**src/rtl/multiplier_pkg.sv**
```systemverilog
// Shared constants and FSM encoding for the multiplier/display datapath.
package multiplier_pkg;

  localparam int FACTOR_W                = 3;
  localparam int DEBOUNCE_CYCLES_DEFAULT = 25;

  typedef enum logic {
    IDLE = 1'b0,
    QUAL = 1'b1
  } deb_state_t;

  // Qualification counter only needs to reach n-1; keep at least one bit.
  function automatic int cnt_width(input int n);
    return (n < 2) ? 1 : $clog2(n);
  endfunction

endpackage

```
**src/rtl/sync_2ff.sv**
```systemverilog
// Two-flop synchroniser for asynchronous pins, clears to 0 on reset.
module sync_2ff #(
  parameter int WIDTH = 1
) (
  input  logic             clk,
  input  logic             rst_n,
  input  logic [WIDTH-1:0] d,
  output logic [WIDTH-1:0] q
);

  logic [WIDTH-1:0] meta;

  always_ff @(posedge clk or negedge rst_n) begin
    if (!rst_n) begin
      meta <= '0;
      q    <= '0;
    end else begin
      meta <= d;
      q    <= meta;
    end
  end

endmodule

```
**src/rtl/factor_input_debouncer.sv**
```systemverilog
// Synchronises and debounces the two factor switch banks as one vector.
// Optional glitch counter output: define FACTOR_DEBOUNCE_GLITCH_CNT_EN.
module factor_input_debouncer #(
  parameter int DEBOUNCE_CYCLES = multiplier_pkg::DEBOUNCE_CYCLES_DEFAULT,
  parameter int FACTOR_W        = multiplier_pkg::FACTOR_W
) (
  input  logic                clk,
  input  logic                reset,
  input  logic [FACTOR_W-1:0] i_factor_a,
  input  logic [FACTOR_W-1:0] i_factor_b,
  output logic [FACTOR_W-1:0] o_factor_a,
  output logic [FACTOR_W-1:0] o_factor_b,
  output logic                o_update,
  output logic                o_busy
`ifdef FACTOR_DEBOUNCE_GLITCH_CNT_EN
  ,
  output logic [3:0]          o_glitch_cnt
`endif
);

  import multiplier_pkg::*;

  localparam int PW = 2 * FACTOR_W;
  localparam int CW = cnt_width(DEBOUNCE_CYCLES);
  localparam logic [CW-1:0] LAST = CW'(DEBOUNCE_CYCLES - 1);

  logic [PW-1:0] pins;
  logic [PW-1:0] sync;
  logic [PW-1:0] cand;
  logic [PW-1:0] stable;
  logic [CW-1:0] cnt;
  deb_state_t    state;

  assign pins   = {i_factor_a, i_factor_b};
  assign stable = {o_factor_a, o_factor_b};

  sync_2ff #(
    .WIDTH(PW)
  ) u_sync (
    .clk  (clk),
    .rst_n(reset),
    .d    (pins),
    .q    (sync)
  );

  always_ff @(posedge clk or negedge reset) begin
    if (!reset) begin
      state      <= IDLE;
      cand       <= '0;
      cnt        <= '0;
      o_factor_a <= '0;
      o_factor_b <= '0;
      o_update   <= 1'b0;
      o_busy     <= 1'b0;
    end else begin
      o_update <= 1'b0;
      unique case (state)
        IDLE: begin
          if (sync != stable) begin
            cand   <= sync;
            cnt    <= '0;
            state  <= QUAL;
            o_busy <= 1'b1;
          end
        end
        QUAL: begin
          // Abandon beats restart beats accept.
          if (sync == stable) begin
            cnt    <= '0;
            state  <= IDLE;
            o_busy <= 1'b0;
          end else if (sync != cand) begin
            cand <= sync;
            cnt  <= '0;
          end else if (cnt == LAST) begin
            {o_factor_a, o_factor_b} <= cand;
            o_update <= 1'b1;
            cnt      <= '0;
            state    <= IDLE;
            o_busy   <= 1'b0;
          end else begin
            cnt <= cnt + 1'b1;
          end
        end
      endcase
    end
  end

`ifdef FACTOR_DEBOUNCE_GLITCH_CNT_EN
  logic glitch;

  assign glitch = (state == QUAL) &&
                  ((sync == stable) || (sync != cand));

  always_ff @(posedge clk or negedge reset) begin
    if (!reset) begin
      o_glitch_cnt <= '0;
    end else if (glitch && o_glitch_cnt != 4'd15) begin
      o_glitch_cnt <= o_glitch_cnt + 4'd1;
    end
  end
`endif

endmodule
```
**config.mk**
```make
export PLATFORM = sky130hd
export DESIGN_NAME = factor_input_debouncer
export DESIGN_NICKNAME = d
export VERILOG_FILES = /design/src/rtl/multiplier_pkg.sv /design/src/rtl/sync_2ff.sv /design/src/rtl/factor_input_debouncer.sv
export SDC_FILE = /design/constraint.sdc
export NUM_CORES = 1
export LEC_CHECK = 0
export CAP_MARGIN = 20
export CORE_UTILIZATION = 45
export CTS_BUF_LIST = sky130_fd_sc_hd__clkbuf_16
export DETAILED_ROUTE_END_ITERATION = 8
export PLACE_DENSITY = 0.67
export SYNTH_ARGS = -nofsm -noshare
export SYNTH_HDL_FRONTEND = slang
export SYNTH_SLANG_ARGS = --single-unit
```
**constraint.sdc**
```tcl
create_clock -name clk -period 4.6 [get_ports clk]
set_input_delay 0.69 -clock clk [delete_from_list [all_inputs] [get_ports clk]]
set_output_delay 0.69 -clock clk [all_outputs]
set_load 0.05 [all_outputs]
```
# Yosys cells after proc, flatten, opt, wreduce, memory -nomap -nowiden
# Cells that the tools add are included.
[word_totals] register_bits=32 inputBits=8 out_inout_bits=8 wordCells=48
[classes] addsub=1 n_eq_ne=9 mux=23 bitwise_logic=3 reduce_logical=3
[op_table] cell="2-to-1 mux 5 bit" count=4
[op_table] cell="2-to-1 mux 6 bit" count=3
[op_table] cell="2-to-1 mux 1 bit" count=12
[op_table] cell="inequality test 6 bit" count=2
[op_table] cell="one-hot mux 6 bit (2 select lines)" count=1
[op_table] cell="one-hot mux 5 bit (2 select lines)" count=1
[op_table] cell="== test 6 bit" count=1
[op_table] cell="AND reduction 3 bit" count=2
[op_table] cell="adder 5 x 1 -> 5 bit (second input constant)" count=1
[op_table] cell="== test 5 bit (second input constant)" count=1
[op_table] cell="inequality test 2 bit (second input constant)" count=2
[op_table] cell="one-hot mux 1 bit (2 select lines)" count=2
[op_table] cell="AND reduction 4 bit" count=1
[op_table] cell="inequality test 3 x 1 -> 1 bit (second input constant)" count=1
[op_table] cell="inequality test 3 bit (second input constant)" count=1
[op_table] cell="NOT 1 bit" count=3
[op_table] cell="inequality test 2 x 1 -> 1 bit (second input constant)" count=1

# Depth between registers and ports, before layout
[depth] word_depth=5 ltp_mapped=6 depth_no_buf=6

# Modules after synthesis
# Synthesis repeated with hierarchy kept, for this count alone.
[hier_totals] hier_cells=94 area_unflattened_um2=1333.8
[modules_own_cells] module="factor_input_debouncer" n_inst=1 cells_per_inst=82 area_per_inst_um2=1033.5 seq_area_each_um2=500.5
[modules_own_cells] module="sync_2ff" n_inst=1 cells_per_inst=12 area_per_inst_um2=300.3 seq_area_each_um2=300.3

# Worst setup path after synthesis
# Ideal clock, no wire load.
[synth_path] kind="reg2reg" start="register o_factor_b[1]" end="register o_factor_a[0]" setup_time_ns=0.125 arrival_ns=1.682 required_time_ns=4.475 setup_slack_ns=2.793 stages_incl_launch_ff=6 n_path_buf=0 period_less_slack_ns=1.807 cell_sequence="dfrtp_1 -> xnor2_1 -> nand2_1 -> nor3_1 -> nand3b_2 -> mux2_2"
[synth_via] elab_chain_len=3
[synth_rtl] item="start: declaration" line_no="factor_input_debouncer.sv:12" rtl="output logic [FACTOR_W-1:0] o_factor_b,"
[synth_rtl] item="start signal: assignment" line_no="factor_input_debouncer.sv:76" rtl="{o_factor_a, o_factor_b} <= cand;"
[synth_rtl] item="== test 6 bit" line_no="factor_input_debouncer.sv:68" rtl="if (sync == stable) begin"
[synth_rtl] item="NOT 1 bit (no source line)"
[synth_rtl] item="AND reduction 4 bit (no source line)"
[synth_rtl] item="end signal: assignment" line_no="factor_input_debouncer.sv:76"
[synth_rtl] item="end: declaration" line_no="factor_input_debouncer.sv:11" rtl="output logic [FACTOR_W-1:0] o_factor_a,"
# Every way passes these cells.
# A chain may end at the register's enable or synchronous reset.

# Final worst setup path
[layout_path] start="register o_factor_a[2]" end="output o_factor_a[2]"
# No word-level cell between the ends.

==> metrics.log <==
[metrics] status: completed
[metrics] detailed-placement wirelength estimate: 1407 um
[metrics] combined buffer and inverter count along the critical path: 1
[metrics] H-Tree Depth: 2
[metrics] maximum frequency from static timing analysis: 463.9 MHz
[metrics] cell type group with the largest total delay on the critical path: buffers and inverters
[metrics] Period Utilization, post-route: 0.4686
[metrics] top flip-flop cell by instance count after synthesis: sky130_fd_sc_hd__dfrtp_1
[metrics] synthesis-stage register bit count: 32
[metrics] via count of the first global-routing pass: 821
[metrics] biggest area contributors in the synthesized netlist: sky130_fd_sc_hd__dfrtp_1 62%, sky130_fd_sc_hd__mux2_2 10%, sky130_fd_sc_hd__xnor2_1 6.1%, sky130_fd_sc_hd__nand2_1 2.3%, sky130_fd_sc_hd__xor2_1 2.0%
[metrics] number of warning messages in the yosys log: 0
[metrics] largest area contributor in the netlist: sky130_fd_sc_hd__dfrtp_1
[metrics] CP Class: reg -> out
[metrics] largest fanout of any net on the critical path: 3
[metrics] post-CTS resize count: 0
[metrics] net count of the mapped netlist: 103
[metrics] I/O pin cnt: 16
[metrics] non-filler cells in the finished layout: between 100 and 150
[metrics] Setup crit start kind: flop
[metrics] transition time of the tightest slew-check pin: 0.8331 ns
[metrics] Setup crit end kind: output pin
[metrics] CP required: between 3 and 4 ns
[metrics] number of buffer cells added on primary ports: 15
[metrics] area enclosed by the die boundary: 3085 um^2
[metrics] portion of the post-synthesis area used by sequential elements: 0.6208
[metrics] synthesized area per cell: 13.87 um^2
[metrics] clock tree root buffer cell: sky130_fd_sc_hd__clkbuf_16
[metrics] worst min-delay path category: reg -> reg
[metrics] post-synthesis cell area: 1290 um^2
[metrics] largest net degree at the start of global routing: 33
[metrics] worst hold slack across all endpoints: 0.3455 ns
[metrics] setup repair after global routing missed its margin: false
[metrics] die boundary width: 55.54 um
[metrics] area fraction in compound gates after synthesis: 0.04365
[metrics] most common cell in the netlist: sky130_fd_sc_hd__dfrtp_1
[metrics] peak ir drop on the vdd network: 0.4284 mV
[metrics] adder and majority gate portion of the synthesized area: 0.01940
[metrics] fraction of post-synthesis cell area in the top cell type by area: 0.6208
[metrics] total setup buffers inserted after CTS: 0
[metrics] number of hold buffers added after CTS: 0
[metrics] maximum capacitance violations: 0
[metrics] Worst Path Arrival: 1.47 ns
[metrics] post-detailed-routing wire length: 2004 um
[metrics] finished layout cell area: 1657 um^2
[metrics] later-pin clock latency in the skew report: about 0.27 ns
[metrics] Cell Chain, Critical Path: clkdlybuf4s50_1
[metrics] dominant combinational cell family by area after synthesis: simple AND/OR/NAND/NOR gates
[metrics] Syn Inst Count: a little over 90
[metrics] Fin. Hold Viols: 0
[metrics] Clock Tree Buf Depth: 2
[metrics] count of flip-flops with a built-in enable after synthesis: 0
[metrics] biggest cell delay along the critical path: 0.82 ns
[metrics] global-route wire length before repair: 3567 um
[metrics] skew final: between 0.002 and 0.003 ns
[metrics] share of synthesized area spent on multiplexers: 0.1048
[metrics] number of antenna diodes: 0
[metrics] cell types with the highest counts after synthesis: 32 x sky130_fd_sc_hd__dfrtp_1, 12 x sky130_fd_sc_hd__mux2_2, 9 x sky130_fd_sc_hd__xnor2_1
[metrics] synth unique cells: 24
[metrics] Setup Total Neg Slack: 0 ns
[metrics] count of endpoints failing setup in the final report: 0
[metrics] post-synthesis share of cell area spent on and, or, nand and nor gates: 0.1145
[metrics] clock tree from TritonCTS: done
[metrics] detailed-route wire length per cell: 13.54 um
[metrics] fraction of layout cells with a size suffix above 1: 0.2051
[metrics] Final Net Count: approximately 130
[metrics] starting DRC count in detailed routing: 7
[metrics] core region area: 2734 um^2
[metrics] number of buffers added by the clock tree synthesis step: 5
[metrics] Worst path slowest cell: sky130_fd_sc_hd__clkdlybuf4s50_1
[metrics] Starting Density: 0.4719
[metrics] area post-placement: 1489 um^2
[metrics] routability-driven placement congestion ratio: approximately 0.73
[metrics] Async SR Flop Fraction: 1.000
[metrics] initial antenna violation count: 0
[metrics] minimum clock period: 2.156 ns
[metrics] final count of pins violating max slew: 0
[metrics] Pwr per Cell Area: 425.9 nW/um^2
[metrics] Static Leak: 0.0007003 uW
[metrics] total via count after detailed routing: 770
[metrics] floorplan die height: 55.54 um
[metrics] length of the first detailed-routing pass in iterations: 4
[metrics] cell count after placement: 140
[metrics] clock transition at the registers of the reported paths: 0.05 ns
[metrics] setup slack after placement: between 2 and 3 ns
[metrics] count of clock tree sinks: 32
[metrics] num rows: 19
[metrics] Detail Route Antenna Nets: 0
[metrics] max_slew headroom: 0.4394
[metrics] layout overhead on the synthesized area: 28.42%
[metrics] global-route usage over all layers: 0.1554
[metrics] via count normalized by instance count: 5.203
[metrics] fin worst setup slack: 2.444 ns
[metrics] Post-Synth XOR/XNOR Area: 0.08147
[metrics] number of design rule violations left after detail routing: 0
[metrics] final global-route overflow total: 0
[path summary, 6_finish.rpt]
path                            cells past startpoint             to           start  slack [ns]
worst max-delay path                                1  o_factor_a[2]   o_factor_a[2]        2.44
worst min-delay path                                0    u_sync.q[3]  u_sync.meta[3]        0.35
worst max register to register                      5  o_factor_a[2]     u_sync.q[0]        2.78
worst min register to register                      0    u_sync.q[3]  u_sync.meta[3]        0.35
max in group asynchronous                           2  o_factor_a[1]           reset        3.50
min in group asynchronous                           2        cand[0]           reset        0.81
[worst reg2reg max path: stages, from the launching register on]
cell and delay, ns:
sky130_fd_sc_hd__dfrtp_1 0.41, sky130_fd_sc_hd__xnor2_1 0.20, sky130_fd_sc_hd__nand4_1 0.18, sky130_fd_sc_hd__nor4_4 0.30, sky130_fd_sc_hd__nand3b_2 0.27, sky130_fd_sc_hd__mux2_2 0.34
[through the flow]
| step | utilization | power [uW] |
|---|---|---|
| after floorplan | - | 326.7 |
| after global routing | 0.6060 | 732.5 |
| after global placement | 0.5446 | 346.3 |
| after detailed placement | 0.5446 | 347.5 |
| after CTS | 0.6060 | 714.6 |
| final | 0.6060 | 705.5 |
[sequential cells by signal (all words and copies together), names as in the netlist]
name / cells
o_update: 1
o_busy: 1
u_sync.q: 6
cand: 6
state: 1
o_factor_b: 3
o_factor_a: 3
u_sync.meta: 6
cnt: 5
[final cells by class]
type | count | area (um^2)
flip-flops and latches | 32 | 800.8
repair buffers | 17 | 165.2
multi-input cells | 56 | 469.2
fillers | 204 | 1077
clock inverters | 3 | 42.54
clock buffers | 5 | 125.1
inverters | 4 | 15.01
well taps | 31 | 38.79
[cell families after synthesis]
logic type,Yosys count
adder cells (fa/ha/maj),2
buffers and inverters,5
multiplexers,12
XOR/XNOR,12
AND/OR/NAND/NOR,22
flip-flops,32
AO/OA/AOI/OAI,8
[cells in the final DEF, fill, tap and decap left out, types with 2 or more instances in the layout]
cell type	netlist	layout
sky130_fd_sc_hd__nand3_1	2	2
sky130_fd_sc_hd__dfrtp_1	32	32
sky130_fd_sc_hd__xor2_1	3	3
sky130_fd_sc_hd__clkdlybuf4s50_1	0	15
sky130_fd_sc_hd__ha_1	2	2
sky130_fd_sc_hd__mux2_2	12	12
sky130_fd_sc_hd__buf_4	0	2
sky130_fd_sc_hd__or4b_1	2	2
sky130_fd_sc_hd__nor4_1	2	2
sky130_fd_sc_hd__inv_1	4	4
sky130_fd_sc_hd__a22o_1	2	2
sky130_fd_sc_hd__nand2_1	8	8
sky130_fd_sc_hd__clkbuf_16	0	5
sky130_fd_sc_hd__o211ai_1	2	2
sky130_fd_sc_hd__xnor2_1	9	9
sky130_fd_sc_hd__o21ai_0	2	2
[power by group]
part | total, uW | leakage (uW) | internal, uW | switching [uW]
sequential | 301 | 0.000397 | 293 | 8.29
combinational | 40.9 | 0.000223 | 18.8 | 22.0
clock | 364 | 0.0000798 | 254 | 110
[per-layer routing]
| metal | track usage | routed length (um) |
|---|---|---|
| met3 | 0.06557 | 81 |
| met4 | 0.07500 | 25 |
| met5 | 0 | 0 |
| met2 | 0.2410 | 976 |
| met1 | 0.1867 | 920 |
No activity file was read; power rests on OpenSTA's default activity.
